<file path="src/rtl/debug_pkg.sv">
// Shared command bytes, controller state type and index sizing for the
// debug controller.
package debug_pkg;

  localparam logic [7:0] CMD_STEP = 8'h73;
  localparam logic [7:0] CMD_CONT = 8'h63;
  localparam logic [7:0] CMD_HALT = 8'h68;
  localparam logic [7:0] CMD_DUMP = 8'h64;

  typedef enum logic [2:0] {
    ST_IDLE,
    ST_RUN,
    ST_SETTLE,
    ST_LATCH,
    ST_SEND,
    ST_WAIT
  } state_t;

  // Width of a byte index covering n_bytes entries, never narrower than 1.
  function automatic int unsigned idx_width(input int unsigned n_bytes);
    int unsigned w;
    w = $clog2(n_bytes);
    return (w < 1) ? 1 : w;
  endfunction

endpackage

</file>
<file path="src/rtl/debug_byte_sel.sv">
// Picks byte[idx] out of the snapshot; each word is emitted whole before the
// next, with byte order within the word set by LSB_FIRST.
module debug_byte_sel
  import debug_pkg::*;
#(
  parameter int unsigned NUM_WORDS = 2,
  parameter int unsigned LSB_FIRST = 0,
  parameter int unsigned IDX_W     = idx_width(NUM_WORDS * 4)
) (
  input  logic [NUM_WORDS*32-1:0] words,
  input  logic [IDX_W-1:0]        idx,
  output logic [7:0]              sel
);

  localparam int unsigned NB = NUM_WORDS * 4;

  logic [7:0] lanes [NB];

  for (genvar b = 0; b < NB; b++) begin : g_byte
    localparam int unsigned LANE = b % 4;
    localparam int unsigned OFF  = (b / 4) * 32 +
                                   ((LSB_FIRST != 0) ? LANE * 8 : 24 - LANE * 8);
    assign lanes[b] = words[OFF +: 8];
  end

  always_comb begin
    sel = '0;
    if (32'(idx) < NB) sel = lanes[idx];
  end

endmodule

</file>
<file path="src/rtl/debug_ctrl.sv">
// Host-driven debug controller: single-step / free-run the pipeline and
// stream a coherent snapshot of NUM_WORDS debug words over the UART.
module debug_ctrl
  import debug_pkg::*;
#(
  parameter int unsigned NUM_WORDS   = 2,
  parameter int unsigned LSB_FIRST   = 0,
  parameter int unsigned STEP_SETTLE = 4
) (
  input  logic                    clk,
  input  logic                    reset,
  input  logic [7:0]              rx_data_in,
  input  logic                    rx_done,
  input  logic                    tx_busy,
  input  logic [NUM_WORDS*32-1:0] inWords,
  output logic                    outStep,
  output logic                    outRun,
  output logic [7:0]              tx_data,
  output logic                    tx_start,
  output logic                    busy
);

  localparam int unsigned         NB       = NUM_WORDS * 4;
  localparam int unsigned         IDX_W    = idx_width(NB);
  localparam logic [IDX_W-1:0]    LAST_IDX = IDX_W'(NB - 1);

  state_t                  state;
  logic [7:0]              settle_cnt;
  logic [IDX_W-1:0]        idx;
  logic [IDX_W-1:0]        sel_idx;
  logic [NUM_WORDS*32-1:0] snapshot;
  logic [NUM_WORDS*32-1:0] sel_words;
  logic [7:0]              sel_byte;
  logic                    wait_skip;

  // tx_data is registered on entry to SEND, so the selector looks one byte
  // ahead; in LATCH it reads the live words that are being captured.
  always_comb begin
    sel_words = snapshot;
    sel_idx   = idx + IDX_W'(1);
    if (state == ST_LATCH) begin
      sel_words = inWords;
      sel_idx   = '0;
    end
  end

  debug_byte_sel #(
    .NUM_WORDS (NUM_WORDS),
    .LSB_FIRST (LSB_FIRST),
    .IDX_W     (IDX_W)
  ) u_byte_sel (
    .words (sel_words),
    .idx   (sel_idx),
    .sel   (sel_byte)
  );

  always_ff @(posedge clk) begin
    if (reset) begin
      state      <= ST_IDLE;
      idx        <= '0;
      settle_cnt <= '0;
      snapshot   <= '0;
      wait_skip  <= 1'b0;
      outStep    <= 1'b0;
      outRun     <= 1'b0;
      tx_start   <= 1'b0;
      tx_data    <= '0;
      busy       <= 1'b0;
    end else begin
      outStep  <= 1'b0;
      tx_start <= 1'b0;
      case (state)
        ST_IDLE: begin
          if (rx_done) begin
            case (rx_data_in)
              CMD_STEP: begin
                outStep    <= 1'b1;
                busy       <= 1'b1;
                settle_cnt <= '0;
                state      <= ST_SETTLE;
              end
              CMD_CONT: begin
                outRun <= 1'b1;
                state  <= ST_RUN;
              end
              CMD_DUMP: begin
                busy  <= 1'b1;
                state <= ST_LATCH;
              end
              default: ;
            endcase
          end
        end
        ST_RUN: begin
          if (rx_done && rx_data_in == CMD_HALT) begin
            outRun     <= 1'b0;
            busy       <= 1'b1;
            settle_cnt <= '0;
            state      <= ST_SETTLE;
          end
        end
        ST_SETTLE: begin
          if (settle_cnt == 8'(STEP_SETTLE)) state <= ST_LATCH;
          else settle_cnt <= settle_cnt + 8'd1;
        end
        ST_LATCH: begin
          snapshot <= inWords;
          idx      <= '0;
          tx_data  <= sel_byte;
          tx_start <= 1'b1;
          state    <= ST_SEND;
        end
        ST_SEND: begin
          wait_skip <= 1'b1;
          state     <= ST_WAIT;
        end
        ST_WAIT: begin
          // First WAIT cycle is skipped: tx_busy only rises one cycle after tx_start.
          if (wait_skip) begin
            wait_skip <= 1'b0;
          end else if (!tx_busy) begin
            if (idx == LAST_IDX) begin
              busy  <= 1'b0;
              state <= ST_IDLE;
            end else begin
              idx      <= sel_idx;
              tx_data  <= sel_byte;
              tx_start <= 1'b1;
              state    <= ST_SEND;
            end
          end
        end
        default: state <= ST_IDLE;
      endcase
    end
  end

endmodule

</file>
<file path="config.mk">
export PLATFORM = sky130hd
export DESIGN_NAME = debug_ctrl
export DESIGN_NICKNAME = d
export VERILOG_FILES = /design/src/rtl/debug_pkg.sv /design/src/rtl/debug_byte_sel.sv /design/src/rtl/debug_ctrl.sv
export SDC_FILE = /design/constraint.sdc
export NUM_CORES = 1
export LEC_CHECK = 0
export CAP_MARGIN = 0
export CORE_ASPECT_RATIO = 1.2
export CORE_MARGIN = 4
export CORE_UTILIZATION = 40
export CTS_CLUSTER_DIAMETER = 30
export DETAILED_ROUTE_END_ITERATION = 6
export PLACE_DENSITY = 0.66
export SLEW_MARGIN = 10
export SYNTH_ARGS = -nofsm -noshare
export SYNTH_HDL_FRONTEND = slang
export SYNTH_SLANG_ARGS = --single-unit
</file>
<file path="constraint.sdc">
create_clock -name clk -period 1.95 [get_ports clk]
set_input_delay 0.195 -clock clk [delete_from_list [all_inputs] [get_ports clk]]
set_output_delay 0.195 -clock clk [all_outputs]
set_load 0.005 [all_outputs]
</file>
==> out/metrics.csv <==
stage;metric;value;unit
run_status;status;finished, final reports clean;
drt;Via density;5.31;
worst_setup_path;CP Data Required Time;2.23;ns
logic_synthesis;share of the synthesized area in the top cell type;0.441;
pwr;PwrDens;660;nW/µm²
pwr;Seq pwr share;0.506;
worst_setup_path;CP Capture Type;flop;
timing;fin. max-slew vios;0;
floorplan;Rows;40;
floorplan;Die H;119;µm
worst_setup_path;cells along the critical path;or4b_4 > o21ai_4 > or4b_4 > a21oi_2 > a211o_1;
logic_synthesis;synth top area cells;dfxtp_1 44%, nand2_1 14%, a21oi_1 9.3%;
clocking;Clk Latency, worst-skew pair;0.34;ns
logic_synthesis;mapped cell area;4130;µm²
drt;via count;3857;
clocking;clk buf depth;2;
logic_synthesis;Syn Inst Count;506;
drt;Final ANT Viol Nets;0;
placed_design;placer congestion estimate;0.825;
global_route;GRT Util Overall;0.184;
floorplan;Chip Width;101;µm
timing;Final Hold Vio Count;0;
timing;fmax;532;MHz
worst_setup_path;Worst Path Arrival;2.16;ns
timing;Worst-Margin Slew;0.486;ns
logic_synthesis;register area share after synthesis;0.441;
finish;ANT cells;0;
pwr;total power;3.68;mW
logic_synthesis;count leader, synth;nand2_1;
drt;DRC violations left;0;
logic_synthesis;Async SR Flop Fraction;0;
timing;Max-slew headroom;0.675;
global_route;gr ovfl total;0;
pwr;NetSw;765;µW
logic_synthesis;number of distinct library cells after synthesis;45;
worst_setup_path;Crit-path slowest cell;or4b_4;
placed_design;dpl cell area;5290;µm²
clocking;CTS buffer count;9;
global_route;M2 GR Usage;0.296;
worst_setup_path;CP peak stage delay;0.57;ns
drt;DRT Wirelength;10600;µm
worst_setup_path;CP most frequent cell;or4b_4;
pwr;Max VDD drop;408;µV
global_route;Most Crowded Layer GR;met2;
logic_synthesis;Yosys reg bits;91;
clocking;CTS Root Cell;clkbuf_16;
clocking;clock tree from TritonCTS;built;
finish;area delta synth->final;35.1;%
timing;total negative slack;0;ns
global_route;antenna violations before repair;0;
flow_run;total of max-cap violations;0;
drt;Routed wire per std cell;14.7;µm
worst_setup_path;FF-to-FF path depth;5;
floorplan;core area;10100;µm²
drt;drt initial violations;215;
timing;hold_ws;0.159;ns
clocking;Reg clk slew, reported paths;0.06;ns
global_route;number of global-route vias before repair;3790;
global_route;pin count of the biggest net entering global routing;60;
logic_synthesis;yosys warns;0;
global_route;met1 usage in global routing;0.233;
pwr;Cell Int Power;2.92;mW
timing;Tcrit/Tclk final;0.963;
global_route;first-pass GRT wire length;17800;µm
finish;layout cells sized above 1;0.132;
logic_synthesis;Most used DFF post-synth;dfxtp_1;
logic_synthesis;syn avg cell area;8.16;µm²
clocking;CTS sink count;91;
logic_synthesis;EDFF count, synth;0;
finish;final net count;676;
placed_design;HPWL Detailed;7600;µm
timing;Final Critical Period;1.88;ns
clocking;H-tree Lvls;3;
min_path;HP Class;in2reg;
worst_setup_path;crit path launch type;flop;
timing;RSZ-0062 raised after global routing;false;
logic_synthesis;Post-Synthesis Net Count;586;
timing;Setup Viol. Count Final;0;
finish;final instance area;5580;µm²
min_path;Hold Path Stages;2;
pwr;combinational power share;0.069;
floorplan;initial core utilization;0.411;
logic_synthesis;Post-synth top cells;155 x nand2_1, 91 x dfxtp_1, 77 x a21oi_1, 23 x clkbuf_1, 17 x nor2_1;
pwr;clock share of power;0.425;
drt;DRT Pass-1 Iters;4;
floorplan;DIE AREA;12000;µm²
worst_setup_path;CP max FO;8;
timing;Final Skew;0.00752;ns
logic_synthesis;Yosys top cell by area;dfxtp_1;
worst_setup_path;WS Path Type;reg2reg;
clocking;CTS Hold Bufs;0;
pwr;Sw Ratio;0.208;
global_route;M3 GR Usage;0.0428;
finish;FILL cells;928;
pwr;Lkg Pwr;1.89;nW
placed_design;Port Buffers;87;
floorplan;# IOs;88;
[stage by stage]
stage                     std cells   util  setup WS (ns)
final                           726  0.555         0.0713
after global routing            726  0.555        0.00603
after CTS                       727  0.553        0.00187
after detailed placement        711  0.525         -0.253
after global placement          711  0.525         -0.260
after floorplan                 506      -        0.00747
[sequential cells by signal, summed over array words and instances (netlist names)]
name,count
snapshot,64
wait_skip,1
state,3
tx_start,1
outStep,1
busy,1
settle_cnt,8
tx_data,8
outRun,1
idx,3
[layout make-up]
cell class,count,area (µm²),share of cell area
Clock buffer,13,250,0.0448
Clock inverter,2,12.5,0.00224
Inverter,5,18.8,0.00336
Multi-Input combinational cell,372,2180,0.390
Sequential cell,91,1820,0.327
Tap cell,126,158,0.0282
Timing Repair Buffer,117,1140,0.204
[final timing paths]
path / from / to / slack (ns)
hold reg to reg: snapshot[42]$_SDFF_PP0_ / snapshot[42]$_SDFF_PP0_ / 0.45
setup reg to reg: state[1]$_SDFFE_PP0P_ / tx_data[5]$_SDFFE_PP0P_ / 0.07
hold / removal: reset / idx[0]$_SDFFE_PP0P_ / 0.16
setup / recovery: state[1]$_SDFFE_PP0P_ / tx_data[5]$_SDFFE_PP0P_ / 0.07
[metal layers]
| layer | vias up | share of wire |
|---|---|---|
| met3 | 18 | 0.052 |
| met5 | - | 0 |
| met2 | 104 | 0.49 |
| met1 | 1807 | 0.44 |
| li1 | 1928 | - |
| met4 | 0 | 0.020 |
[cell usage in the layout (no fill, tap or decap), drive strengths merged, types with 5 or more instances in the layout]
| cell type | synthesis | layout |
|---|---|---|
| nor2b | 9 | 9 |
| nand3 | 7 | 7 |
| buf | 15 | 31 |
| inv | 5 | 5 |
| clkbuf | 23 | 13 |
| a31oi | 5 | 5 |
| o221ai | 8 | 8 |
| mux2 | 8 | 8 |
| xnor2 | 7 | 7 |
| a211o | 9 | 9 |
| dfxtp | 91 | 91 |
| mux4 | 8 | 8 |
| a21oi | 85 | 85 |
| o21ai | 11 | 11 |
| nor2 | 17 | 17 |
| clkdlybuf4s50 | 0 | 86 |
| nand2 | 155 | 155 |
[repair_timing]
action,in CTS,in global routing
pin swaps,1,4
gates resized for setup,3,7
buffers inserted,1,0
setup endpoints to repair,5,13
hold endpoints to repair,0,0
[power groups by stage]
stage                     registers (mW)  clock network [mW]  logic [mW]
after floorplan                     1.91                   0      0.0585
after global placement              1.91                   0       0.247
after detailed placement            1.91                   0       0.249
after CTS                           1.86                1.61       0.252
after global routing                1.86                1.68       0.271
final                               1.86                1.56       0.254
[critical path, delay by kind of cell, from the launching register on]
family | cells | cell delay (ns)
AND/OR/NAND/NOR | 2 | 1.11
AO/OA/AOI/OAI | 3 | 0.39
flip-flops | 1 | 0.31
[cell families after synthesis]
family          after synthesis  share of synthesized area
fa+ha+maj                     4                     0.0121
compound gates              129                      0.190
simple gates                215                      0.233
buf+inv                      43                     0.0415
flops                        91                      0.441
mux                          17                     0.0678
xor+xnor                      7                     0.0148
(Power assumes the default switching activity.)
